File: src/rtl/game_pkg.sv
// Shared match definitions: FSM states, winner codes and HUD-facing defaults.
package game_pkg;

    typedef enum logic [1:0] {
        IDLE = 2'd0,
        PLAY = 2'd1,
        OVER = 2'd2
    } state_e;

    localparam logic [1:0] WIN_NONE = 2'd0;
    localparam logic [1:0] WIN_P1   = 2'd1;
    localparam logic [1:0] WIN_P2   = 2'd2;
    localparam logic [1:0] WIN_DRAW = 2'd3;

    localparam int DEF_MAX_HEALTH    = 5;
    localparam int DEF_MAX_LIVES     = 3;
    localparam int DEF_HIT_DAMAGE    = 1;
    localparam int DEF_INVULN_FRAMES = 60;

    // The player whose opponent runs out of lives wins.
    function automatic logic [1:0] resolve_winner(input logic p1_out,
                                                  input logic p2_out);
        logic [1:0] w;
        w = WIN_NONE;
        unique case (1'b1)
            (p1_out & p2_out):  w = WIN_DRAW;
            (p2_out & ~p1_out): w = WIN_P1;
            (p1_out & ~p2_out): w = WIN_P2;
            default:            w = WIN_NONE;
        endcase
        return w;
    endfunction

endpackage

File: src/rtl/player_life_tracker.sv
// Health, lives and post-respawn immunity for one player.
module player_life_tracker
    import game_pkg::*;
#(
    parameter int MAX_HEALTH    = DEF_MAX_HEALTH,
    parameter int MAX_LIVES     = DEF_MAX_LIVES,
    parameter int HIT_DAMAGE    = DEF_HIT_DAMAGE,
    parameter int INVULN_FRAMES = DEF_INVULN_FRAMES,
    parameter int HW = $clog2(MAX_HEALTH + 1),
    parameter int LW = $clog2(MAX_LIVES + 1)
) (
    input  logic          clk_i,
    input  logic          rst_ni,
    input  logic          hit_i,
    input  logic          fell_i,
    input  logic          tick_i,
    input  logic          enable_i,
    input  logic          reload_i,
    output logic [HW-1:0] health_o,
    output logic [LW-1:0] lives_o,
    output logic          respawn_o,
    output logic          out_of_lives_o
);

    localparam int IW = $clog2(INVULN_FRAMES + 1);

    logic [HW-1:0] health_q, health_d;
    logic [LW-1:0] lives_q, lives_d;
    logic [IW-1:0] invuln_q, invuln_d;
    logic          respawn_q, respawn_d;
    logic          hit_ok;
    logic          fatal;

    assign hit_ok = enable_i & hit_i & ~fell_i & (invuln_q == '0);
    assign fatal  = enable_i & (lives_q != '0) &
                    (fell_i | (hit_ok & (health_q <= HW'(HIT_DAMAGE))));

    // Flags the edge on which the last life goes, so the top can
    // register the winner on that same edge.
    assign out_of_lives_o = fatal & (lives_q == LW'(1));

    always_comb begin
        health_d  = health_q;
        lives_d   = lives_q;
        invuln_d  = invuln_q;
        respawn_d = 1'b0;
        if (reload_i) begin
            health_d = HW'(MAX_HEALTH);
            lives_d  = LW'(MAX_LIVES);
            invuln_d = '0;
        end else if (fatal) begin
            if (lives_q > LW'(1)) begin
                lives_d   = lives_q - LW'(1);
                health_d  = HW'(MAX_HEALTH);
                respawn_d = 1'b1;
                invuln_d  = IW'(INVULN_FRAMES);
            end else begin
                lives_d  = '0;
                health_d = '0;
            end
        end else begin
            if (hit_ok) begin
                health_d = health_q - HW'(HIT_DAMAGE);
            end
            if (enable_i && tick_i && invuln_q != '0) begin
                invuln_d = invuln_q - IW'(1);
            end
        end
    end

    always_ff @(posedge clk_i or negedge rst_ni) begin
        if (!rst_ni) begin
            health_q  <= HW'(MAX_HEALTH);
            lives_q   <= LW'(MAX_LIVES);
            invuln_q  <= '0;
            respawn_q <= 1'b0;
        end else begin
            health_q  <= health_d;
            lives_q   <= lives_d;
            invuln_q  <= invuln_d;
            respawn_q <= respawn_d;
        end
    end

    assign health_o  = health_q;
    assign lives_o   = lives_q;
    assign respawn_o = respawn_q;

endmodule

File: src/rtl/game_state_tracker.sv
// Match bookkeeping: frame tick sync, top FSM, winner resolution,
// and two per-player life trackers feeding the colour mapper.
module game_state_tracker
    import game_pkg::*;
#(
    parameter int MAX_HEALTH    = DEF_MAX_HEALTH,
    parameter int MAX_LIVES     = DEF_MAX_LIVES,
    parameter int HIT_DAMAGE    = DEF_HIT_DAMAGE,
    parameter int INVULN_FRAMES = DEF_INVULN_FRAMES
) (
    input  logic       Clk,
    input  logic       Reset_n,
    input  logic       frame_clk,
    input  logic       start,
    input  logic       p1_hit,
    input  logic       p2_hit,
    input  logic       p1_fell,
    input  logic       p2_fell,
    output logic [9:0] Player1Health,
    output logic [9:0] Player2Health,
    output logic [9:0] Player1Lives,
    output logic [9:0] Player2Lives,
    output logic [1:0] winner,
    output logic       p1_respawn,
    output logic       p2_respawn,
    output logic       game_active
);

    localparam int HW = $clog2(MAX_HEALTH + 1);
    localparam int LW = $clog2(MAX_LIVES + 1);

    logic [2:0]    fsync_q;
    logic          tick;
    state_e        state_q, state_d;
    logic [1:0]    winner_q, winner_d;
    logic          reload;
    logic          enable;
    logic          p1_out, p2_out;
    logic [HW-1:0] p1_health, p2_health;
    logic [LW-1:0] p1_lives, p2_lives;

    // Bits 0..1 synchronise frame_clk, bit 2 remembers the previous level.
    always_ff @(posedge Clk or negedge Reset_n) begin
        if (!Reset_n) begin
            fsync_q <= '0;
        end else begin
            fsync_q <= {fsync_q[1:0], frame_clk};
        end
    end

    assign tick   = fsync_q[1] & ~fsync_q[2];
    assign enable = (state_q == PLAY);

    always_comb begin
        state_d  = state_q;
        winner_d = winner_q;
        reload   = 1'b0;
        unique case (state_q)
            IDLE: begin
                if (start) begin
                    state_d = PLAY;
                    reload  = 1'b1;
                end
            end
            PLAY: begin
                if (p1_out || p2_out) begin
                    state_d  = OVER;
                    winner_d = resolve_winner(p1_out, p2_out);
                end
            end
            OVER: begin
                if (start) begin
                    state_d  = PLAY;
                    reload   = 1'b1;
                    winner_d = WIN_NONE;
                end
            end
            default: begin
                state_d  = IDLE;
                winner_d = WIN_NONE;
            end
        endcase
    end

    always_ff @(posedge Clk or negedge Reset_n) begin
        if (!Reset_n) begin
            state_q  <= IDLE;
            winner_q <= WIN_NONE;
        end else begin
            state_q  <= state_d;
            winner_q <= winner_d;
        end
    end

    player_life_tracker #(
        .MAX_HEALTH   (MAX_HEALTH),
        .MAX_LIVES    (MAX_LIVES),
        .HIT_DAMAGE   (HIT_DAMAGE),
        .INVULN_FRAMES(INVULN_FRAMES)
    ) u_p1 (
        .clk_i         (Clk),
        .rst_ni        (Reset_n),
        .hit_i         (p1_hit),
        .fell_i        (p1_fell),
        .tick_i        (tick),
        .enable_i      (enable),
        .reload_i      (reload),
        .health_o      (p1_health),
        .lives_o       (p1_lives),
        .respawn_o     (p1_respawn),
        .out_of_lives_o(p1_out)
    );

    player_life_tracker #(
        .MAX_HEALTH   (MAX_HEALTH),
        .MAX_LIVES    (MAX_LIVES),
        .HIT_DAMAGE   (HIT_DAMAGE),
        .INVULN_FRAMES(INVULN_FRAMES)
    ) u_p2 (
        .clk_i         (Clk),
        .rst_ni        (Reset_n),
        .hit_i         (p2_hit),
        .fell_i        (p2_fell),
        .tick_i        (tick),
        .enable_i      (enable),
        .reload_i      (reload),
        .health_o      (p2_health),
        .lives_o       (p2_lives),
        .respawn_o     (p2_respawn),
        .out_of_lives_o(p2_out)
    );

    assign Player1Health = 10'(p1_health);
    assign Player2Health = 10'(p2_health);
    assign Player1Lives  = 10'(p1_lives);
    assign Player2Lives  = 10'(p2_lives);
    assign winner        = winner_q;
    assign game_active   = enable;

endmodule

File: config.mk
export PLATFORM = sky130hd
export DESIGN_NAME = game_state_tracker
export DESIGN_NICKNAME = d
export VERILOG_FILES = /design/src/rtl/game_pkg.sv /design/src/rtl/player_life_tracker.sv /design/src/rtl/game_state_tracker.sv
export SDC_FILE = /design/constraint.sdc
export NUM_CORES = 1
export LEC_CHECK = 0
export BUFFER_PORTS_ARGS = -buffer_cell sky130_fd_sc_hd__buf_4
export CORE_MARGIN = 5
export CORE_UTILIZATION = 35
export DETAILED_ROUTE_END_ITERATION = 6
export MAX_ROUTING_LAYER = met4
export PLACE_DENSITY = 0.64
export SYNTH_ARGS = -nofsm -noshare
export SYNTH_HDL_FRONTEND = slang
export SYNTH_SLANG_ARGS = --single-unit
File: constraint.sdc
create_clock -name Clk -period 4.1 [get_ports Clk]
set_clock_uncertainty 0.15 [all_clocks]
set_input_delay 0.615 -clock Clk [delete_from_list [all_inputs] [get_ports Clk]]
set_output_delay 0.615 -clock Clk [all_outputs]
set_load 0.02 [all_outputs]
==> reports/qor.txt <==
Outcome: finished, final reports clean
Routed WL per cell: 12.8 um
Top FF cell, synth: dfrtp_1
DIE HEIGHT: 84.9 um
Via count: 1472
Total power: 1650 uW
Synthesized area: 1960 sq um
Placed insts: 292
CP startpoint kind: flop
Area grow syn2layout: 12.4%
Max incr delay on CP: 0.52 ns
Sum Neg Setup Slack: 0 ns
Max_slew headroom: 0.282
Final hold vios: 0
CTS buffer count: 5
CTS tree: done
Global route overflow: 0
Non-Filler Instances: 300
FF+latch count, synth: 31
Switch Pwr: 696 uW
Initial DRC Count: 66
P per Cell Area: 746 nW/um^2
RSZ-0062 raised after global routing: false
Period utilization: 0.590
Clock root buffer: clkbuf_8
HP Class: in2async
Async SR Flop Fraction: 1.00
Final Setup Violations: 0
Post-CTS Setup Inserts: 0
Wirelength, routed: 3850 um
Global-route wire length before repair: 6470 um
Crit-path max FO: 11
WP data arrival: 2.42 ns
Vias in the first global route: 1399
Clk buf depth: 2
Leak pwr: 0.00100 uW
CP max-delay cell: nor3_2
Largest net degree at the start of global routing: 32
Gpl congestion: 0.783
Post-synth top area share: 0.293
Mean post-synth cell area: 9.72 sq um
Post-route ant nets: 0
Io pins: 53
Vias per cell: 4.91
Clock share of power: 0.188
Clock-pin slew on the worst setup and hold paths: 0.07 ns
Hold_ws: 0.107 ns
ANT cells: 0
Nets@finish: 243
Switching part of the total power: 0.422
Dominant cell type by area after synthesis: dfrtp_1
Initial antenna violation count: 0
# hold bufs at CTS: 0
Max VDD drop: 322 uV
Clk_lat worst skew: 0.28 ns
Max-slew violation count: 0
Yosys warning total: 0
Fmax: 413 MHz
FP Rows: 27
Layout cells sized above 1: 0.237
TritonRoute pass-1 iters: 4
Number of synthesized flops with an enable pin: 0
# resized after CTS: 0
Yosys cell types: 52
Residual DRC: 0
Reg2Reg Depth: 7
H-tree depth: 2
WP data required: 4.10 ns
Placed wire-length estimate: 2870 um
# port buffers: 22
Synth top area cells: dfrtp_1 (29%), buf_4 (11%), dfstp_2 (11%)
GRT Total Usage: 0.116
Clock sinks: 31
Die area: 7210 sq um
Worst path cell trace: inv_1 -> ha_1 -> and4bb_2 -> a41oi_2 -> nor3_2 -> nor3_1 -> a2111oi_0
Register area share after synthesis: 0.400
Sequential Power Share: 0.356
Initial core utilization: 0.359
Die width: 84.9 um
Layout Utilization: 0.403
Combinational fraction of design power: 0.456
CP endpoint kind: flop
Max-cap viol count: 0
Kind of critical path: reg2reg
Int Power: 951 uW
Core area: 5470 sq um
Worst-Margin Slew: 1.08 ns
Synthesized instance count: 202
Final min period: 2.42 ns
-- metal layers --
| metal | part of all wire | global-route usage | vias to the layer above |
|---|---|---|---|
| met5 | 0 | - | - |
| met4 | 0.0070 | 0.0432 | 0 |
| met3 | 0.073 | 0.0388 | 4 |
| met2 | 0.47 | 0.169 | 45 |
| met1 | 0.45 | 0.150 | 707 |
| li1 | - | - | 716 |
-- critical path: cells and delay by family (launching register included) --
family	cells	cell delay, ns
adders and majority gates	1	0.17
DFF	1	0.42
buffers and inverters	1	0.11
AOI/OAI and AO/OA	2	0.55
and+or+nand+nor	3	0.89
-- per-stage QoR --
step | setup WS [ns] | area (sq um)
after floorplan | 2.07 | 2070
after global placement | 1.75 | 2090
after detailed placement | 1.67 | 2090
after CTS | 1.66 | 2210
after global routing | 1.52 | 2210
final | 1.68 | 2210
-- path summary, 6_finish.rpt --
kind	endpoint	from	slack [ns]
worst max-delay path	u_p1.invuln_q[5]	u_p1.invuln_q[0]	1.68
worst min-delay path	u_p1.invuln_q[0]	Reset_n	0.11
worst max register to register	u_p1.invuln_q[5]	u_p1.invuln_q[0]	1.68
worst min register to register	fsync_q[1]	fsync_q[0]	0.20
max in group asynchronous	u_p2.lives_o[1]	Reset_n	3.37
min in group Clk	fsync_q[1]	fsync_q[0]	0.20
-- cell usage after synthesis (3+ instances only) --
master	instances
buf_4	30
dfrtp_1	23
inv_1	13
nor2_1	12
nand2_1	11
nor3_1	9
o21ai_0	9
dfstp_2	8
ha_1	8
nand3_1	6
o21ai_1	6
nand2b_1	5
xnor2_1	4
a21oi_1	3
nand4_1	3
nor3b_1	3
-- power by group through the flow --
stage | Clock, uW | Combinational [uW] | Sequential, uW
6_report | 309 | 751 | 587
5_1_grt | 335 | 842 | 614
4_1_cts | 323 | 761 | 587
3_5_place_dp | 0 | 758 | 592
3_3_place_gp | 0 | 744 | 589
2_1_floorplan | 0 | 525 | 622
-- cells in the final DEF, fill, tap and decap left out, types with 5 or more instances in the layout --
cell type	instances
nand3_1	6
o21ai_1	6
nor2_1	12
dfstp_2	8
inv_1	13
o21ai_0	9
ha_1	8
nand2b_1	5
dfrtp_1	23
conb_1	30
clkbuf_8	6
nor3_1	9
buf_4	22
nand2_1	11
-- cell type report --
cell class	instances	area, sq um
fill	556	3270
clock inverter	2	35.0
tap	72	90.1
inverter	13	48.8
multi-input combinational	154	1000
clock buffer	6	82.6
timing repair buffer	22	165
sequential	31	786
-- registers in the layout, summed over array words and instances (netlist names) --
signal and count:
u_p1.invuln_q 6, u_p2.invuln_q 6, fsync_q 3, u_p1.health_o 3, u_p2.health_o 3, state_q 2
u_p1.lives_o 2, u_p2.lives_o 2, winner 2, u_p1.respawn_o 1, u_p2.respawn_o 1
-- logic make-up after synthesis --
logic type,Yosys count,share of synthesized area
xor+xnor,4,0.0178
buf+inv,46,0.146
other cells,1,0.00191
simple gates,66,0.202
compound gates,46,0.181
fa+ha+maj,8,0.0510
flops,31,0.400
No activity file was read; power rests on OpenSTA's default activity.
